--- src/rtl/btn_conditioner_pkg.sv ---
// Board-wide defaults for button conditioning so every button instance agrees.
// Latency: n/a (definitions only).
// Backpressure: n/a.
//
// Defaults are derived from the board clock: 20 ms debounce, 2 s long press.
package btn_conditioner_pkg;

  localparam int unsigned BOARD_CLK_HZ = 1_000_000;

  // 20 ms of stable input before a press or release is accepted.
  localparam int unsigned DEB_CYCLES_DEF = BOARD_CLK_HZ / 50;

  // 2 s of holding after the accepted press before the long-press event.
  localparam int unsigned LONG_CYCLES_DEF = BOARD_CLK_HZ * 2;

  // Counter width; 2^24 comfortably exceeds LONG_CYCLES_DEF.
  localparam int unsigned CNT_W_DEF = 24;

endpackage

--- src/rtl/btn_conditioner_sync_2ff.sv ---
// Two-flop synchronizer for a single asynchronous pin, reset to 0.
// Latency: 2 clk cycles from d to q.
// Backpressure: none.
//
// Ports: clk, rst_n (async active-low), d (async input), q (synchronized output).
module sync_2ff (
  input  logic clk,
  input  logic rst_n,
  input  logic d,
  output logic q
);

  logic meta;

  always_ff @(posedge clk or negedge rst_n) begin
    if (!rst_n) begin
      meta <= 1'b0;
      q    <= 1'b0;
    end else begin
      meta <= d;
      q    <= meta;
    end
  end

endmodule

--- src/rtl/btn_conditioner.sv ---
// Debounces a raw push-button into a clean level plus press/release/long one-cycle events.
// Latency: press/release pulse DEB_CYCLES+2 cycles after the raw edge; long LONG_CYCLES after press.
// Backpressure: none; events are single-cycle pulses that the consumer must sample.
//
// Ports: clk, rst_n (async active-low), btn_raw (async pin, active-high),
//        btn_level (debounced level), btn_press / btn_release / btn_long (1-cycle pulses).
// Parameter constraints: DEB_CYCLES >= 1, LONG_CYCLES > DEB_CYCLES, 2^CNT_W > LONG_CYCLES.
module btn_conditioner
  import btn_conditioner_pkg::*;
#(
  parameter int unsigned DEB_CYCLES  = DEB_CYCLES_DEF,
  parameter int unsigned LONG_CYCLES = LONG_CYCLES_DEF,
  parameter int unsigned CNT_W       = CNT_W_DEF
) (
  input  logic clk,
  input  logic rst_n,
  input  logic btn_raw,
  output logic btn_level,
  output logic btn_press,
  output logic btn_release,
  output logic btn_long
);

  typedef enum logic [1:0] {
    IDLE         = 2'd0,
    PRESS_WAIT   = 2'd1,
    HELD         = 2'd2,
    RELEASE_WAIT = 2'd3
  } state_t;

  // The sample that moves IDLE->PRESS_WAIT (or HELD->RELEASE_WAIT) is the first
  // stable sample, so the wait state accepts after DEB_CYCLES-1 further samples,
  // i.e. when deb_cnt has reached DEB_CYCLES-2.
  localparam bit              DEB_ONE   = (DEB_CYCLES == 1);
  localparam int unsigned     DEB_LAST_I = (DEB_CYCLES >= 2) ? (DEB_CYCLES - 2) : 0;
  localparam logic [CNT_W-1:0] DEB_LAST = CNT_W'(DEB_LAST_I);
  localparam logic [CNT_W-1:0] LONG_MAX = CNT_W'(LONG_CYCLES);
  localparam logic [CNT_W-1:0] LONG_PRE = CNT_W'(LONG_CYCLES - 1);

  logic             btn_sync;
  state_t           state, state_nxt;
  logic [CNT_W-1:0] deb_cnt, deb_nxt;
  logic [CNT_W-1:0] hold_cnt, hold_nxt;
  logic             long_flag, flag_nxt;
  logic             press_nxt, release_nxt, long_nxt, level_nxt;
  logic             clr_hold, counting;

  sync_2ff u_sync (
    .clk   (clk),
    .rst_n (rst_n),
    .d     (btn_raw),
    .q     (btn_sync)
  );

  always_ff @(posedge clk or negedge rst_n) begin
    if (!rst_n) begin
      state       <= IDLE;
      deb_cnt     <= '0;
      hold_cnt    <= '0;
      long_flag   <= 1'b0;
      btn_level   <= 1'b0;
      btn_press   <= 1'b0;
      btn_release <= 1'b0;
      btn_long    <= 1'b0;
    end else begin
      state       <= state_nxt;
      deb_cnt     <= deb_nxt;
      hold_cnt    <= hold_nxt;
      long_flag   <= flag_nxt;
      btn_level   <= level_nxt;
      btn_press   <= press_nxt;
      btn_release <= release_nxt;
      btn_long    <= long_nxt;
    end
  end

  // Debounce state machine
  always_comb begin
    state_nxt   = state;
    deb_nxt     = deb_cnt;
    press_nxt   = 1'b0;
    release_nxt = 1'b0;
    clr_hold    = 1'b0;

    case (state)
      IDLE: begin
        if (btn_sync) begin
          deb_nxt = '0;
          if (DEB_ONE) begin
            state_nxt = HELD;
            press_nxt = 1'b1;
            clr_hold  = 1'b1;
          end else begin
            state_nxt = PRESS_WAIT;
          end
        end
      end

      PRESS_WAIT: begin
        if (!btn_sync) begin
          state_nxt = IDLE;
          deb_nxt   = '0;
        end else if (deb_cnt == DEB_LAST) begin
          state_nxt = HELD;
          deb_nxt   = '0;
          press_nxt = 1'b1;
          clr_hold  = 1'b1;
        end else begin
          deb_nxt = deb_cnt + 1'b1;
        end
      end

      HELD: begin
        if (!btn_sync) begin
          deb_nxt = '0;
          if (DEB_ONE) begin
            state_nxt   = IDLE;
            release_nxt = 1'b1;
          end else begin
            state_nxt = RELEASE_WAIT;
          end
        end
      end

      RELEASE_WAIT: begin
        if (btn_sync) begin
          // Release bounce: back to HELD without touching hold_cnt.
          state_nxt = HELD;
          deb_nxt   = '0;
        end else if (deb_cnt == DEB_LAST) begin
          state_nxt   = IDLE;
          deb_nxt     = '0;
          release_nxt = 1'b1;
        end else begin
          deb_nxt = deb_cnt + 1'b1;
        end
      end

      default: begin
        state_nxt = IDLE;
        deb_nxt   = '0;
      end
    endcase

    level_nxt = (state_nxt == HELD) || (state_nxt == RELEASE_WAIT);
  end

  // Hold counter and long-press event. Counting uses the current state, so the
  // cycle that leaves RELEASE_WAIT still counts and long/release may coincide.
  always_comb begin
    counting = (state == HELD) || (state == RELEASE_WAIT);
    hold_nxt = hold_cnt;
    flag_nxt = long_flag;
    long_nxt = 1'b0;

    if (counting) begin
      if (hold_cnt != LONG_MAX) begin
        hold_nxt = hold_cnt + 1'b1;
      end
      if ((hold_cnt == LONG_PRE) && !long_flag) begin
        long_nxt = 1'b1;
        flag_nxt = 1'b1;
      end
    end

    if (clr_hold) begin
      hold_nxt = '0;
      flag_nxt = 1'b0;
    end
  end

endmodule

--- config.mk ---
export PLATFORM = sky130hd
export DESIGN_NAME = btn_conditioner
export DESIGN_NICKNAME = d
export VERILOG_FILES = /design/src/rtl/btn_conditioner_pkg.sv /design/src/rtl/btn_conditioner_sync_2ff.sv /design/src/rtl/btn_conditioner.sv
export SDC_FILE = /design/constraint.sdc
export NUM_CORES = 1
export LEC_CHECK = 0
export BUFFER_PORTS_ARGS = -buffer_cell sky130_fd_sc_hd__buf_2
export CELL_PAD_IN_SITES_DETAIL_PLACEMENT = 0
export CELL_PAD_IN_SITES_GLOBAL_PLACEMENT = 1
export CORE_UTILIZATION = 53
export CTS_CLUSTER_DIAMETER = 60
export DETAILED_ROUTE_END_ITERATION = 6
export PLACE_DENSITY = 0.89
export SYNTH_ARGS = -nofsm -noshare
export SYNTH_HDL_FRONTEND = slang
export SYNTH_HIERARCHICAL = 1
export SYNTH_SLANG_ARGS = --single-unit
--- constraint.sdc ---
create_clock -name clk -period 4.8 [get_ports clk]
set_input_delay 0.24 -clock clk [delete_from_list [all_inputs] [get_ports clk]]
set_output_delay 0.24 -clock clk [all_outputs]
set_load 0.01 [all_outputs]
; After elaboration in Yosys (flattened, before gate mapping)
; Index checks and enable logic that the tools add are counted.
[totals]
reg_bits = 57
wordCells = 59
input_bits = 3
out_inout_bits = 4
[op_classes]
mux = 26
eq_ne = 10
n_reduce_logical = 11
n_addsub = 2
[op_table]
columns = cell, n
row1 = 24-bit 2-to-1 mux, 8
row2 = 24-bit case mux with 4 select lines, 1
row3 = 24-bit by 1-bit adder with 24-bit output (second input constant), 2
row4 = 24-bit by 15-bit equality test with 1-bit output (second input constant), 1
row5 = 24-bit by 21-bit equality test with 1-bit output (second input constant), 1
row6 = 24-bit by 21-bit != test with 1-bit output (second input constant), 1
row7 = 2-bit 2-to-1 mux, 6
row8 = 1-bit 2-to-1 mux, 10
row9 = 2-bit equality test (second input constant), 4
row10 = 2-bit case mux with 4 select lines, 1
row11 = 2-bit AND reduction, 3
row12 = 2-bit nonzero test, 3
row13 = 2-bit by 1-bit equality test with 1-bit output (second input constant), 1
row14 = 2-bit logical NOT, 1
row15 = 1-bit logical OR, 2
row16 = 2-bit by 1-bit != test with 1-bit output (second input constant), 1
row17 = 2-bit != test (second input constant), 1
row18 = 1-bit logical AND, 1
row19 = 1-bit logical NOT, 1

; Depth between registers and ports, before layout
[logic_depth]
depth_word = 6
ltp_mapped = 8
mapped_depth_nobuf = 7

; Modules after synthesis
; Netlist, hierarchy kept.
[modules_own_cells]
columns = mod, cells_each, area_each_um2, seq_area_each_um2, n_inst
row1 = btn_conditioner, 306, 2915.3, 1351.3, 1
row2 = sync_2ff, 2, 50.0, 50.0, 1

; Worst setup path after synthesis
; No wires, ideal clock.
[synth_path]
path_type = reg2reg
from = register deb_cnt[0]
to = register hold_cnt[10]
path_stages_with_launch = 9
path_slack_ns = 3.057
period_less_slack_ns = 1.743
arrival_time_ns = 1.625
required_ns = 4.681
cell_sequence = dfrtp_1 inv_1 ha_1 nor4b_1 and4_1 nand3_2 nor2_4 buf_6 nor2_1
[synth_between]
elab_chain_cells = 6
[synth_rtl]
columns = item, line
row1 = from (decl), btn_conditioner.sv:42  ; logic [CNT_W-1:0] deb_cnt, deb_nxt;
row2 = from (signal assigned), btn_conditioner.sv:67  ; deb_cnt <= deb_nxt;
row3 = 24-bit by 15-bit equality test with 1-bit output (*), btn_conditioner.sv:103  ; end else if (deb_cnt == DEB_LAST) begin
row4 = 1-bit 2-to-1 mux (*), btn_conditioner.sv:103
row5 = 1-bit 2-to-1 mux (*), btn_conditioner.sv:100  ; if (!btn_sync) begin
row6 = 1-bit 2-to-1 mux (*), btn_conditioner.sv:85  ; case (state)
row7 = 2-bit nonzero test (no line), --
row8 = 2-bit AND reduction (no line), --
row9 = to (signal assigned), btn_conditioner.sv:68  ; hold_cnt <= hold_nxt;
row10 = to (decl), btn_conditioner.sv:43  ; logic [CNT_W-1:0] hold_cnt, hold_nxt;
; Every way passes the cells marked *; elsewhere a longest branch is shown, timed or not.
; A chain may end at the register's enable or synchronous reset.

; Final worst setup path
[layout_path]
from = register deb_cnt[0]
to = register deb_cnt[18]
[layout_between]
elab_chain_cells = 4
[layout_rtl]
columns = item, line
row1 = 24-bit by 1-bit adder with 24-bit output / 24-bit by 15-bit equality test with 1-bit output (equally long branches), --
row2 = 24-bit 2-to-1 mux (*), "btn_conditioner.sv:103, btn_conditioner.sv:130"
row3 = "24-bit 2-to-1 mux, on equally long branches", "btn_conditioner.sv:126, btn_conditioner.sv:100"
row4 = 24-bit case mux with 4 select lines (*), btn_conditioner.sv:85
; Marks and branches as above.

==> impl_metrics.json <==
{
  "path_class": "reg -> reg",
  "dieArea_sq_mm": 0.005898,
  "cap_violations": 0,
  "synthArstFlopShare_pct": 100.0,
  "root_buffer": "clkbuf_8",
  "pre_cts_slack_ns": 2.552,
  "ant_nets": 0,
  "ctsHoldBuffers": 0,
  "ir_drop_mv": 0.1441,
  "synth_area_leaders": "dfrtp_1, xor2_1, nor2_1",
  "ios": 7,
  "setup_viol": 0,
  "path_clk_slew_ns": 0.09,
  "worst_pin_slew_ns": 1.085,
  "synth_most_common_cell": "dfrtp_1",
  "syn_nets": 315,
  "routed_wl_um": 5575,
  "vias": 2231,
  "nFillCells": 474,
  "p_per_area_mw_per_mm2": 250.7,
  "synth_edf_count": 0,
  "portBuffers": 6,
  "clock_latency_ns": 0.31,
  "status": "finished, final reports clean",
  "relSlewSlack_pct": 27.39,
  "area_delta_synth_final_pct": 4.852,
  "syn_area_per_cell_sq_um": 9.628,
  "drive_above_1_share_pct": 7.987,
  "antenna_found_initial": 0,
  "grt-ovfl-total": 0,
  "post-synth-top-area-cell": "dfrtp_1",
  "finalSetupTns_ns": 0,
  "die_h_um": 76.80,
  "htreeDepth": 2,
  "drc_errors": 0,
  "synth-main-ff-cell": "dfrtp_1",
  "cts_tree": "yes",
  "path_cells": "inv_1, ha_1, nor4b_1, and4_1, a21oi_4, o21ai_0, a31oi_1",
  "yosysWarningCount": 6,
  "worstPathMaxFanout": 35,
  "skew_ns": 0.005262,
  "worst_ep_required_time_ns": 5.03,
  "dpl.hpwl_um": 3754,
  "grt_util_all_layers_pct": 20.80,
  "firstDrtPassIters": 4,
  "antennaDiodeCount": 0,
  "clk_path_buf_depth": 2,
  "total_leakage_power_nw": 1.422,
  "dieWidth_um": 76.80,
  "vias_per_cell": 5.825,
  "final-hold-violation-count": 0,
  "grt_max_degree": 57,
  "setup_ws_ns": 2.533,
  "core_area_sq_mm": 0.005238,
  "finalCriticalPeriod_ns": 2.267,
  "slew_viol_final": 0,
  "worst_setup_path_end_kind": "register",
  "synth_cell_types": 46,
  "max_freq_mhz": 441.2,
  "slowest_delay_ns": 0.69,
  "numCtsBuffers": 5,
  "gp_congestion": 0.7485,
  "grt_setup_unrepaired": "no",
  "netlist_area_sq_mm": 0.002965,
  "drt_iter0_drc": 122,
  "cts_setup_buffers": 0,
  "grt_pass1_vias": 2170,
  "fin_crit_sh_pct": 47.22,
  "drt-wirelength-per-cell_um": 14.56,
  "synth-seq-cells": 56,
  "rows": 26,
  "arrival_ns": 2.50,
  "cts.sinks": 56,
  "nets": 319,
  "cp-start-kind": "register",
  "synth_top_area_share_pct": 47.26,
  "ys_seq_area_share_pct": 47.26,
  "hold_path.class": "in -> reg",
  "yosys-top-cells-count": "dfrtp_1, nor2_1, nand3_1, nand2_1, xor2_1",
  "cts_resized": 0,
  "final_util_pct": 59.36,
  "slowest_stage": "a21oi_4",
  "initial_utilization_pct": 56.62,
  "grt_pass1_wl_um": 9867,
  "synthCells": 308
}
metrics by stage:
stage                     total power [mW]  cells  instance area (sq um)  hold slack, ns
after floorplan                     0.5114    308                   2965        -0.05559
after global placement              0.5256    375                   3015          0.3345
after detailed placement            0.5262    375                   3015          0.3502
after CTS                           0.7908    383                   3109         0.02745
after global routing                0.8150    383                   3109         0.01557
final                               0.7796    383                   3109         0.03535
registers in the layout (all words and copies together) (netlist names):
| signal | count |
|---|---|
| btn_level | 1 |
| btn_press | 1 |
| btn_release | 1 |
| u_sync/q | 1 |
| long_flag | 1 |
| u_sync/meta | 1 |
| deb_cnt | 24 |
| btn_long | 1 |
| hold_cnt | 24 |
| state | 1 |
worst max-delay path: cells and delay by family (launching register included):
family                     cells  cell delay [ns]
and+or+nand+nor                2             0.37
adders and majority gates      1             0.19
buffers and inverters          1             0.07
AOI/OAI and AO/OA              3             1.09
DFF                            1             0.47
per-layer routing:
metal	part of all wire, %	GRT usage [%]	vias to the layer above
met5	0	0	-
met4	1.9	6.923	0
met3	3.3	3.810	11
met2	49	36.34	37
met1	46	25.74	1076
li1	-	-	1107
cell type report:
cell class / count / area [sq um] / area share, %
Clock inverter: 1 / 7.507 / 0.2414
Multi-Input combinational cell: 231 / 1448 / 46.56
Tap cell: 70 / 87.58 / 2.817
Clock buffer: 7 / 86.33 / 2.777
Timing Repair Buffer: 7 / 37.54 / 1.207
Sequential cell: 56 / 1401 / 45.07
Inverter: 11 / 41.29 / 1.328
power breakdown:
| group | switching (mW) | leakage, nW | internal (mW) |
|---|---|---|---|
| registers | 0.00618 | 0.774 | 0.476 |
| clock network | 0.146 | 0.0445 | 0.118 |
| logic | 0.0242 | 0.604 | 0.00915 |
kinds of logic after synthesis:
kind of cell    share of synthesized area [%]
xor+xnor                                7.384
buf+inv                                 3.924
compound gates                          11.22
flops                                   47.26
fa+ha+maj                               1.688
simple gates                            27.13
mux                                     1.392
cells in the final DEF, fill, tap and decap left out, drive strengths merged, types with 5 or more instances in the layout:
master	n
nor3	6
and3	15
clkbuf	7
nand4	12
xnor2	6
nand2	23
inv	11
nand3	26
nor2	35
o21ai	12
a21oi	17
and4	6
xor2	19
nor4b	5
a31oi	7
dfrtp	56
buf	7
worst paths after layout:
path / startpoint / slack [ns] / depth (start not counted) / to
worst max-delay path: deb_cnt[0]$_DFFE_PN0P_ / 2.53 / 7 / deb_cnt[18]$_DFFE_PN0P_
worst min-delay path: btn_raw / 0.04 / 1 / u_sync/meta$_DFF_PN0_
worst max register to register: deb_cnt[0]$_DFFE_PN0P_ / 2.53 / 7 / deb_cnt[18]$_DFFE_PN0P_
worst min register to register: u_sync/meta$_DFF_PN0_ / 0.37 / 0 / u_sync/q$_DFF_PN0_
max in group asynchronous: rst_n / 4.29 / 2 / btn_level$_DFF_PN0_
min in group asynchronous: rst_n / 0.06 / 2 / hold_cnt[2]$_DFFE_PN0P_
No activity file was read; power rests on OpenSTA's default activity.
